## src/rtl/multicycle_sequencer.sv

```systemverilog
// rtl/multicycle_sequencer.sv - multicycle FETCH/DECODE/EXEC/MEM/WB stage sequencer; optional counters via PERF_CNT_EN
module multicycle_sequencer #(
  parameter int MEM_TIMEOUT = 16,
  parameter int WAIT_W      = 8
) (
  input  logic        clk,
  input  logic        rst,
  input  logic        run,
  input  logic [5:0]  opcode,
  input  logic [5:0]  func,
  input  logic        imem_ready,
  input  logic        dmem_ready,
  output logic        imem_req,
  output logic        ir_write,
  output logic        dmem_req,
  output logic        dmem_we,
  output logic        reg_write,
  output logic        pc_write,
  output logic        retired,
  output logic [2:0]  state,
  output logic        trap,
  output logic [1:0]  trap_cause,
  output logic [31:0] retired_cnt,
  output logic [31:0] stall_cnt
);

  localparam logic [2:0] S_IDLE   = 3'd0;
  localparam logic [2:0] S_FETCH  = 3'd1;
  localparam logic [2:0] S_DECODE = 3'd2;
  localparam logic [2:0] S_EXEC   = 3'd3;
  localparam logic [2:0] S_MEM    = 3'd4;
  localparam logic [2:0] S_WB     = 3'd5;
  localparam logic [2:0] S_TRAP   = 3'd7;

  // Instruction classes captured in DECODE; they steer EXEC/MEM/WB.
  localparam logic [2:0] C_ALU = 3'd0;
  localparam logic [2:0] C_BR  = 3'd1;
  localparam logic [2:0] C_JAL = 3'd2;
  localparam logic [2:0] C_LW  = 3'd3;
  localparam logic [2:0] C_SW  = 3'd4;

  localparam logic [1:0] CAUSE_ILLEGAL = 2'b01;
  localparam logic [1:0] CAUSE_TIMEOUT = 2'b10;

  localparam bit TIMEOUT_ON = (MEM_TIMEOUT != 0);
  localparam logic [WAIT_W-1:0] WAIT_LAST = TIMEOUT_ON ? WAIT_W'(MEM_TIMEOUT - 1) : '0;

  logic [2:0]        state_next;
  logic [2:0]        cls;
  logic [2:0]        dec_cls;
  logic              dec_legal;
  logic [WAIT_W-1:0] wait_cnt;
  logic              waiting;
  logic              expired;
  logic              retire;
  logic [1:0]        trap_code;

  // Classify the opcode/func pair; anything not listed is illegal.
  always_comb begin
    dec_cls   = C_ALU;
    dec_legal = 1'b1;
    case (opcode)
      6'h00: begin
        case (func)
          6'h20, 6'h21, 6'h22, 6'h23, 6'h24, 6'h25, 6'h26, 6'h27,
          6'h2a, 6'h2b, 6'h00, 6'h02, 6'h03, 6'h04, 6'h06, 6'h07: dec_cls = C_ALU;
          6'h08:   dec_cls = C_BR;
          default: dec_legal = 1'b0;
        endcase
      end
      6'h08, 6'h09, 6'h0a, 6'h0b, 6'h0c, 6'h0d, 6'h0e, 6'h0f: dec_cls = C_ALU;
      6'h23:                 dec_cls = C_LW;
      6'h2b:                 dec_cls = C_SW;
      6'h02, 6'h04, 6'h05:   dec_cls = C_BR;
      6'h03:                 dec_cls = C_JAL;
      default:               dec_legal = 1'b0;
    endcase
  end

  // A memory handshake is stalled when its request is up without ready.
  always_comb begin
    waiting = ((state == S_FETCH) && !imem_ready) || ((state == S_MEM) && !dmem_ready);
    expired = TIMEOUT_ON && (wait_cnt == WAIT_LAST);
    retire  = ((state == S_EXEC) && ((cls == C_BR) || (cls == C_JAL))) ||
              ((state == S_MEM) && dmem_ready && (cls == C_SW)) ||
              (state == S_WB);
  end

  // Next-state selection; a retiring instruction samples run to pick FETCH or IDLE.
  always_comb begin
    state_next = state;
    trap_code  = CAUSE_TIMEOUT;
    case (state)
      S_IDLE:   state_next = run ? S_FETCH : S_IDLE;
      S_FETCH: begin
        if (imem_ready)   state_next = S_DECODE;
        else if (expired) state_next = S_TRAP;
      end
      S_DECODE: begin
        trap_code  = CAUSE_ILLEGAL;
        state_next = dec_legal ? S_EXEC : S_TRAP;
      end
      S_EXEC: begin
        if (retire)                               state_next = run ? S_FETCH : S_IDLE;
        else if ((cls == C_LW) || (cls == C_SW))  state_next = S_MEM;
        else                                      state_next = S_WB;
      end
      S_MEM: begin
        if (dmem_ready)   state_next = (cls == C_SW) ? (run ? S_FETCH : S_IDLE) : S_WB;
        else if (expired) state_next = S_TRAP;
      end
      S_WB:     state_next = run ? S_FETCH : S_IDLE;
      S_TRAP:   state_next = S_TRAP;
      default:  state_next = S_IDLE;
    endcase
  end

  // Stage strobes are decoded from the state; ready only gates the completing cycle.
  always_comb begin
    imem_req  = (state == S_FETCH);
    ir_write  = (state == S_FETCH) && imem_ready;
    dmem_req  = (state == S_MEM);
    dmem_we   = (state == S_MEM) && (cls == C_SW);
    reg_write = (state == S_WB) || ((state == S_EXEC) && (cls == C_JAL));
    pc_write  = retire;
    retired   = retire;
  end

  // State, instruction class and the sticky trap record.
  always_ff @(posedge clk or posedge rst) begin
    if (rst) begin
      state      <= S_IDLE;
      cls        <= C_ALU;
      trap       <= 1'b0;
      trap_cause <= 2'b00;
    end else begin
      state <= state_next;
      if (state == S_DECODE) cls <= dec_cls;
      if ((state_next == S_TRAP) && (state != S_TRAP)) begin
        trap       <= 1'b1;
        trap_cause <= trap_code;
      end
    end
  end

  // Consecutive not-ready cycles of the handshake in progress; zero otherwise.
  always_ff @(posedge clk or posedge rst) begin
    if (rst) begin
      wait_cnt <= '0;
    end else if (waiting && (state_next == state)) begin
      wait_cnt <= wait_cnt + WAIT_W'(1);
    end else begin
      wait_cnt <= '0;
    end
  end

`ifdef PERF_CNT_EN
  logic stall;

  assign stall = (imem_req && !imem_ready) || (dmem_req && !dmem_ready);

  // Free-running retire and stall counters, wrapping at 2^32.
  always_ff @(posedge clk or posedge rst) begin
    if (rst) begin
      retired_cnt <= 32'd0;
      stall_cnt   <= 32'd0;
    end else begin
      if (retire) retired_cnt <= retired_cnt + 32'd1;
      if (stall)  stall_cnt   <= stall_cnt + 32'd1;
    end
  end
`else
  assign retired_cnt = 32'd0;
  assign stall_cnt   = 32'd0;
`endif

endmodule

```

## config.mk

```make
export PLATFORM = sky130hd
export DESIGN_NAME = multicycle_sequencer
export DESIGN_NICKNAME = d
export VERILOG_FILES = /design/src/rtl/multicycle_sequencer.sv
export SDC_FILE = /design/constraint.sdc
export NUM_CORES = 1
export LEC_CHECK = 0
export ABC_AREA = 1
export ABC_CLOCK_PERIOD_IN_PS = 4400
export CAP_MARGIN = 20
export CORE_ASPECT_RATIO = 0.8
export CORE_MARGIN = 2
export CORE_UTILIZATION = 30
export DETAILED_ROUTE_END_ITERATION = 10
export PLACE_DENSITY = 0.62
export SYNTH_ARGS = -nofsm -noshare
export SYNTH_HDL_FRONTEND = slang
export SYNTH_SLANG_ARGS = --single-unit
```

## constraint.sdc

```tcl
create_clock -name clk -period 4.4 [get_ports clk]
set_input_delay 0.88 -clock clk [delete_from_list [all_inputs] [get_ports clk]]
set_output_delay 0.88 -clock clk [all_outputs]
set_load 0.01 [all_outputs]
```

**Word level (Yosys, flattened, before mapping)**

Cells that the tools add are included.
Widths: inputs -> output; s select.

- Add/subtract/negate cells: 1
- Equality and inequality tests: 44
- Muxes and demuxes: 15
- Reductions and logical operators: 25

Operator list:

| kind | count |
|---|---|
| $eq 6x6->1 const B | 12 |
| $eq 6x4->1 const B | 9 |
| $eq 6x3->1 const B | 5 |
| $eq 6x2->1 const B | 4 |
| $mux 3 | 6 |
| $pmux 3 s6 | 1 |
| $reduce_or 17->1 | 1 |
| $eq 3x3->1 const B | 5 |
| $pmux 3 s5 | 1 |
| $reduce_or 14->1 | 1 |
| $eq 3x2->1 const B | 4 |
| $logic_not 6->1 | 2 |
| $logic_and 1x1->1 | 10 |
| $add 8x1->8 const B | 1 |
| $eq 8x4->1 const B | 1 |
| $mux 8 | 1 |
| $eq 3x1->1 const B | 2 |
| $logic_or 1x1->1 | 6 |
| $mux 1 | 4 |
| $eq 3x3->1 | 1 |
| $logic_not 3->1 | 1 |
| $ne 3x3->1 const B | 1 |
| $reduce_or 3->1 | 1 |
| $logic_not 1->1 | 2 |
| other kinds (3) | 3 |

- Bits in registers: 17
- Output and inout port bits: 77
- Logic and storage cells: 90

**Logic depth before layout (Yosys ltp)**

Gate-level depths: netlist of run 1.

- Depth in word-level cells: 10
- Depth in mapped cells: 12
- Depth with buffers taken out: 12

**Least setup slack after synthesis of run 1**

No wires, ideal clock.

- Path kind: input to output
- From: input port dmem_ready
- To: output port retired
- Data arrival time: 1.388 ns
- Required time: 3.520 ns
- Setup slack: 2.132 ns
- Stages: 3
- Cells stage by stage: nand3_1 > o211ai_2 > buf_4

- Longest elaborated chain between the ends: 4

RTL lines:

| item | line | RTL |
|---|---|---|
| from (decl) | 12 | `input logic dmem_ready,` |
| $logic_and 1x1->1 (2 in series) | 85 | `((state == S_MEM) && dmem_ready && (cls == C_SW)) \|\|` |
| $logic_or 1x1->1 | 84 | `retire = ((state == S_EXEC) && ((cls == C_BR) \|\| (cls == C_JAL))) \|\|` |
| $logic_or 1x1->1 | 85 |  |
| to (decl) | 19 | `output logic retired,` |

No other way between the ends.

**Worst setup path in the final report of run 1**

Same ends and word-level chain as after synthesis.

==> flow_summary.ini, run 1 <==
[sta]
finalHoldViolations = 0
finalCritPeriodShare = 0.728
worst_pin_slew_ns = 0.652
rsz0062_at_grt = false
finalCriticalPeriod_ns = 3.20
slew_headroom = 0.565
slew_violations = 0
whs_ns = 0.455
finalWorstSetupSlack_ns = 1.20
finClkSkew_ns = 0.00406
setup_viol = 0
fmax_mhz = 312
fin_setup_tns_ns = 0

[yosys]
synth_flop_cell = dfrtp_1
synth_top_cell_by_area = buf_4
avgSynthCellArea_um2 = 7.30
postSynth.asyncResetShare = 1.00
syn_area_mm2 = 0.00164
ys_seq_area_frac = 0.260
syn_inst = 224
ys_types = 33
ys_top_cells_by_area = buf_4, dfrtp_1, nand2_1
synth_warnings = 0
synthDominantCellAreaShare = 0.298
ys_ff_latch = 17
synth_edf_count = 0

[clocking]
holdBufCountCts = 0
insertion_delay_ns = 0.25
clock_sinks = 17
root_buffer = clkbuf_8
cts.path.max_buffers = 2
postCtsSetupBuffers = 0
cts_resized = 0
cts_buffers = 3
htree_levels = 1
clkSlewWorstSetupHoldPaths_ns = 0.06
cts_tree = done

[floorplan]
dieArea_mm2 = 0.00606
initial_core_util = 0.306
dieHeight_um = 70.0
ios = 94
die-width_um = 86.5
core.rowCount = 24
core-area_mm2 = 0.00535

[setup_path]
required_ns = 3.52
r2r_setup_slack_ns = 2.83
reg2reg_to = trap_cause[1]
cp_max_fo = 4
startpoint_type = primary input
critPathKind = primary input to primary output
r2r_start = state[0]
crit_arrival_ns = 2.32
ff2ff_path_depth = 8
worst_setup_path_end_kind = primary output

[global_route]
grt-ovfl-total = 0
grt_pass1_vias = 949
grt_max_degree = 18
antenna_found_initial = 0
grt_pass1_wl_mm = 4.21
grt_usage = 0.0848

[placement]
gp_congestion = 0.837
dp_hpwl_mm = 2.23
post_dp_cell_area_mm2 = 0.00176
numPortBuffers = 29
dp_slack_ns = 1.19

[worst_hold_path]
min_from = wait_cnt[0]
whs_path_depth = 1
min_delay_worst_endpoint = wait_cnt[0]
hold_path_class = register to register

[drt]
wl_mm = 2.66
drt_iter0_markers = 87
drtPass1Iterations = 4
ant_nets = 0
drc_errors = 0
via_per_inst = 3.75
avgRoutedWirePerCell_um = 8.32
num_vias = 1201

[pwr]
ir_worst_vdd_mv = 0.110
leakage_nw = 0.931
total_power_uw = 740
pwr_density_cell_mw_per_mm2 = 411

[final_layout]
fin_nets = 274
nFillCells = 593
drive_gt1_frac = 0.0941
stdcell_area_mm2 = 0.00180
syn_to_final_growth_pct = 10.2
diodes = 0

[run_status]
status = complete, no violations

[job]
cap_violations = 0
[power breakdown]
part / internal, mW / total [mW] / switching (mW) / leakage (nW)
clock network: 0.0627 / 0.113 / 0.0506 / 0.0255
logic: 0.163 / 0.378 / 0.215 / 0.685
registers: 0.196 / 0.249 / 0.0533 / 0.220
[cells in the final DEF (no fill, tap or decap)]
cell             instances
a21oi_1                  2
o21ai_0                  5
nor2_1                  25
conb_1                  64
nand3_1                 12
nor3b_2                  1
o31ai_1                  2
o21bai_1                 1
o21ai_2                  2
clkinv_2                 1
xnor2_1                  2
inv_1                   20
o21a_1                   1
a31oi_1                  1
nor2_4                   1
inv_2                    3
nand2_1                 38
and3_1                   1
nand2_2                  3
clkbuf_8                 3
dfrtp_1                 17
clkdlybuf4s50_1         29
xor2_1                   2
nor2_2                   4
a32oi_1                  1
ha_1                     1
nand3_4                  1
nand3_2                  2
nor3_1                   4
nand4_1                  1
nand2_4                  1
nor3b_1                  1
o21ai_1                  1
o211ai_2                 1
nor3_4                   1
[routing by layer]
metal	vias to the layer above	track usage	routed length [µm]
li1	637	-	-
met1	504	0.137	1410
met2	58	0.109	1010
met3	2	0.0106	217
met4	0	0.0365	23
met5	-	0	0
[cell usage after synthesis (3+ instances only)]
master	instances
nor3_1	4
inv_2	3
o21ai_0	5
buf_4	65
nor2_1	25
dfrtp_1	17
inv_1	20
nor2_2	4
nand3_1	12
nand2_2	3
nand2_1	38
[cell type report]
cell class,instances,area [µm²],area share
clock inverters,1,5.00,0.00278
well taps,65,81.3,0.0451
clock buffers,3,41.3,0.0229
repair buffers,29,290,0.161
multi-input cells,182,872,0.484
inverters,23,86.3,0.0479
flip-flops and latches,17,425,0.236
[worst max path at each step]
stage / startpoint / to / slack, ns
6_report: dmem_ready / retired / 1.20
2_1_floorplan: dmem_ready / retired / 2.13
3_3_place_gp: dmem_ready / retired / 1.22
4_1_cts: dmem_ready / retired / 1.18
3_5_place_dp: dmem_ready / retired / 1.19
5_1_grt: dmem_ready / retired / 1.06
[logic make-up after synthesis]
group,Yosys count,synth area share
AND/OR/NAND/NOR,96,0.287
buffers and inverters,88,0.351
AO/OA/AOI/OAI,17,0.0704
flip-flops,17,0.260
XOR/XNOR,4,0.0214
adder cells (fa/ha/maj),1,0.00765
other,1,0.00229
[registers in the layout, summed over array words and instances, names as in the netlist]
signal      count
cls             3
state           3
trap            1
trap_cause      2
wait_cnt        8
[critical path, cell delays in order]
cell,delay [ns]
clkdlybuf4s50_1,0.53
nand3_1,0.12
o211ai_2,0.21
clkdlybuf4s50_1,0.58
[per-stage QoR]
| step | util | instances |
|---|---|---|
| 6_report | 0.337 | 320 |
| 2_1_floorplan | - | 287 |
| 4_1_cts | 0.337 | 320 |
| 3_3_place_gp | 0.328 | 316 |
| 5_1_grt | 0.337 | 320 |
| 3_5_place_dp | 0.328 | 316 |
Note: power is estimated with default switching activity, not from simulation.
==> run 2, diff against run 1 <==
- ABC_CLOCK_PERIOD_IN_PS: 4400 -> 2600
- PLACE_DENSITY: 0.62 -> 0.64
- clock period: 4.4 -> 2.6 ns (I/O delays scaled with it)
==> run 2 against run 1 <==
Compared with the run above: combinational power rose by 72%; cell count rose by 0.31%; final area rose by 0.49%; largest cell class unchanged; first-iteration DRC count fell by 1.1%; setup slack got worse by 1.1 ns; critical endpoint is now pc_write.
==> flow_summary.ini, run 2 (same netlist as run 1, synthesis figures left out) <==
[final_layout]
final_common_cell = conb_1
top_register = wait_cnt
largest_reg_flops = 8
reg.largest.list = wait_cnt x8, cls x3, state x3
stdcell_area_mm2 = 0.00181
diodes = 0
syn_to_final_growth_pct = 10.7
layout_common_cells = conb_1, nand2_1, clkdlybuf4s50_1, nor2_1, inv_1
fin_nets = 275
drive_gt1_frac = 0.0938

[pwr]
total_power_mw = 1.26
ir_worst_vdd_mv = 0.244
pwr_density_cell_mw_per_mm2 = 696
leakage_nw = 0.951

[drt]
drc_errors = 0
num_vias = 1241
avgRoutedWirePerCell_um = 8.75
via_per_inst = 3.87
drt_iter0_markers = 86
drtPass1Iterations = 4
wl_mm = 2.81
ant_nets = 0

[global_route]
grt_pass1_vias = 1052
top_usage_layer = met2
grt-ovfl-total = 0
met1_usage = 0.132
grt_use_met3 = 0.0165
antenna_found_initial = 0
grt_max_degree = 18
grtUsageMet2 = 0.133
grt_pass1_wl_mm = 4.57
grt_usage = 0.0912

[setup_path]
reg2reg_to = trap_cause[1]
critPathKind = primary input to primary output
r2r_start = state[0]
cp_max_fo = 4
r2r_setup_slack_ns = 1.03
ff2ff_path_depth = 8
startpoint_type = primary input
required_ns = 2.08
crit_start = dmem_ready
worst_setup_path_end_kind = primary output
crit_arrival_ns = 2.00

[clocking]
cts_buffers = 3
insertion_delay_ns = 0.25
cts_tree = done
cts.path.max_buffers = 2
clock_sinks = 17
clkSlewWorstSetupHoldPaths_ns = 0.06
htree_levels = 1
root_buffer = clkbuf_8

[floorplan]
initial_core_util = 0.306
core.rowCount = 24
core-area_mm2 = 0.00535
ios = 94
dieHeight_um = 70.0
dieArea_mm2 = 0.00606
die-width_um = 86.5

[sta]
finClkSkew_ns = 0.00414
slew_violations = 0
slew_headroom = 0.573
fin_setup_tns_ns = 0
whs_ns = 0.449
fmax_mhz = 397
finalCriticalPeriod_ns = 2.52
worst_pin_slew_ns = 0.641
finalHoldViolations = 0
setup_viol = 0
finalCritPeriodShare = 0.970

[worst_hold_path]
whs_path_depth = 1
hold_path_class = register to register
min_from = wait_cnt[0]
min_delay_worst_endpoint = wait_cnt[0]

[placement]
post_dp_cell_area_mm2 = 0.00176
numPortBuffers = 29
gp_congestion = 0.854
dp_hpwl_mm = 2.33

[job]
cap_violations = 0

[run_status]
status = complete, no violations
==> run 2: repair_timing <==
| action | 4_1_cts | 5_1_grt |
|---|---|---|
| endpoints found under the hold margin | 0 | 0 |
| buffers inserted | 0 | 1 |
| resized for setup | 0 | 1 |
| endpoints found under the setup margin | 0 | 2 |
| hold buffers | 0 | 0 |
==> run 2: where the power goes <==
| part | switching [mW] | internal, mW |
|---|---|---|
| combinational | 0.370 | 0.280 |
| sequential | 0.0894 | 0.332 |
| clock | 0.0807 | 0.108 |
==> run 2: how the worst max path moves through the flow <==
stage,to,slack (ns)
6_report,pc_write,0.08
5_1_grt,pc_write,-0.003
4_1_cts,pc_write,0.08
3_5_place_dp,pc_write,0.08
3_3_place_gp,retired,0.14
2_1_floorplan,retired,0.86
==> run 2: cell type report <==
type | count | area, µm²
repair buffers | 30 | 300
well taps | 65 | 81.3
fillers | 585 | 3530
multi-input cells | 182 | 872
inverters | 23 | 86.3
clock buffers | 4 | 45.0
flip-flops and latches | 17 | 425
==> run 2: per-stage QoR <==
step | util | std cells | worst slack [ns]
6_report | 0.339 | 321 | 0.0789
4_1_cts | 0.337 | 320 | 0.0759
3_3_place_gp | 0.328 | 316 | 0.145
3_5_place_dp | 0.328 | 316 | 0.0829
2_1_floorplan | - | 287 | 0.863
5_1_grt | 0.339 | 321 | -0.00329
==> run 2: worst max-delay path, cell delays in order <==
cell	delay, ns
clkdlybuf4s50_1	0.55
nand3_1	0.14
o211ai_2	0.23
clkdlybuf4s50_1	0.57
==> run 2: layer usage <==
layer	part of all wire	routed length [µm]
met1	0.49	1360
met3	0.085	240
met5	0	0
met2	0.42	1180
met4	0.010	29
==> run 3, diff against run 2 <==
- PLACE_DENSITY: 0.64 -> not set
- PLACE_DENSITY_LB_ADDON: not set -> 0.12
==> run 3 against run 2 <==
Compared with the run above: combinational power down 2%; first-iteration DRC count down 57%; sequential cell count did not move; final area down 0.48%; cell count decreased by 0.31%; clock power rose by 5%; clock skew grew 0.0020 ns; wire length decreased by 0.25%; die area did not move; hold slack improved by 0.015 ns.
==> flow_summary.ini, run 3 (same netlist as run 1, synthesis figures left out) <==
[final_layout]
final_common_cell = conb_1
syn_to_final_growth_pct = 10.2
drive_gt1_frac = 0.0941
reg.largest.list = wait_cnt x8, cls x3, state x3
nFillCells = 582
layout_common_cells = conb_1, nand2_1, clkdlybuf4s50_1, nor2_1, inv_1
multi_input_area_um2 = 872
fin_nets = 274
diodes = 0
stdcell_area_mm2 = 0.00180
regArea_um2 = 425
largest_reg_flops = 8
top_register = wait_cnt

[floorplan]
dieHeight_um = 70.0
core.rowCount = 24
core-area_mm2 = 0.00535
ios = 94
initial_core_util = 0.306
dieArea_mm2 = 0.00606
die-width_um = 86.5

[worst_hold_path]
min_from = wait_cnt[0]
hold_path_class = register to register
min_delay_worst_endpoint = wait_cnt[0]
whs_path_depth = 1

[setup_path]
critPathKind = primary input to primary output
worst_setup_path_end_kind = primary output
reg2reg_to = trap_cause[0]
startpoint_type = primary input
r2r_setup_slack_ns = 1.03
crit_arrival_ns = 1.98
r2r_start = state[2]
cp_max_fo = 4
ff2ff_path_depth = 8
required_ns = 2.08

[global_route]
grt_pass1_vias = 1018
grt-ovfl-total = 0
antenna_found_initial = 0
grt_max_degree = 18
grt_usage = 0.0932
grt_pass1_wl_mm = 4.54

[drt]
drtPass1Iterations = 4
drt_iter0_markers = 37
ant_nets = 0
avgRoutedWirePerCell_um = 8.75
via_per_inst = 3.86
wl_mm = 2.80
drc_errors = 0
num_vias = 1236

[sta]
rsz0062_at_grt = false
fin_setup_tns_ns = 0
finalHoldViolations = 0
finalCritPeriodShare = 0.961
slew_violations = 0
worst_pin_slew_ns = 0.657
fmax_mhz = 400
slew_headroom = 0.562
finClkSkew_ns = 0.00618
finalCriticalPeriod_ns = 2.50
setup_viol = 0

[clocking]
cts_buffers = 3
postCtsSetupBuffers = 0
root_buffer = clkbuf_8
htree_levels = 1
cts.path.max_buffers = 2
holdBufCountCts = 0
insertion_delay_ns = 0.26
clkSlewWorstSetupHoldPaths_ns = 0.07
cts_resized = 0
cts_tree = done
clock_sinks = 17

[pwr]
pwr_density_cell_mw_per_mm2 = 699
leakage_nw = 0.931
ir_worst_vdd_mv = 0.213

[placement]
post_dp_cell_area_mm2 = 0.00176
dp_hpwl_mm = 2.32
gp_congestion = 0.790
numPortBuffers = 29

[run_status]
status = complete, no violations

[job]
cap_violations = 0
==> run 3: per-layer routing <==
| layer | vias up | routed length (µm) | track usage |
|---|---|---|---|
| met5 | - | 0 | 0 |
| met4 | 0 | 57 | 0.0469 |
| li1 | 637 | - | - |
| met3 | 4 | 239 | 0.0118 |
| met2 | 72 | 1050 | 0.123 |
| met1 | 523 | 1460 | 0.145 |
==> run 3: cell type report <==
class	instances	area share
sequential	17	0.236
clock inverter	1	0.00278
tap	65	0.0451
timing repair buffer	29	0.161
clock buffer	3	0.0229
inverter	23	0.0479
multi-input combinational	182	0.484
==> run 3: worst max-delay path by stage <==
| stage | startpoint | end | slack, ns | cells after the start |
|---|---|---|---|---|
| floorplan | state[0] | retired | 0.86 | 4 |
| global placement | dmem_ready | retired | 0.14 | 4 |
| detailed placement | dmem_ready | retired | 0.10 | 4 |
| CTS | dmem_ready | retired | 0.09 | 4 |
| global route | dmem_ready | pc_write | 0.03 | 4 |
| finish | dmem_ready | retired | 0.10 | 4 |
==> run 3: report_power, final <==
part	total, mW	internal, mW	leakage, nW	switching [mW]
Clock	0.199	0.106	0.0255	0.0922
Combinational	0.639	0.275	0.685	0.364
Sequential	0.422	0.331	0.220	0.0909
Total	1.26	0.713	0.931	0.547
==> run 3: stage by stage <==
step                setup slack, ns  cells  hold WS (ns)   util  total power, mW
finish                        0.102    320         0.464  0.337             1.26
global route                 0.0341    320         0.501  0.337             1.38
CTS                          0.0920    320         0.470  0.337             1.28
detailed placement            0.101    316         0.451  0.328             1.08
global placement              0.136    316         0.450  0.328             1.08
floorplan                     0.863    287         0.425      -            0.905
==> run 3: worst max-delay path, stage by stage <==
cell and delay [ns]:
clkdlybuf4s50_1 0.54, nand3_1 0.13, o211ai_2 0.22, clkdlybuf4s50_1 0.57
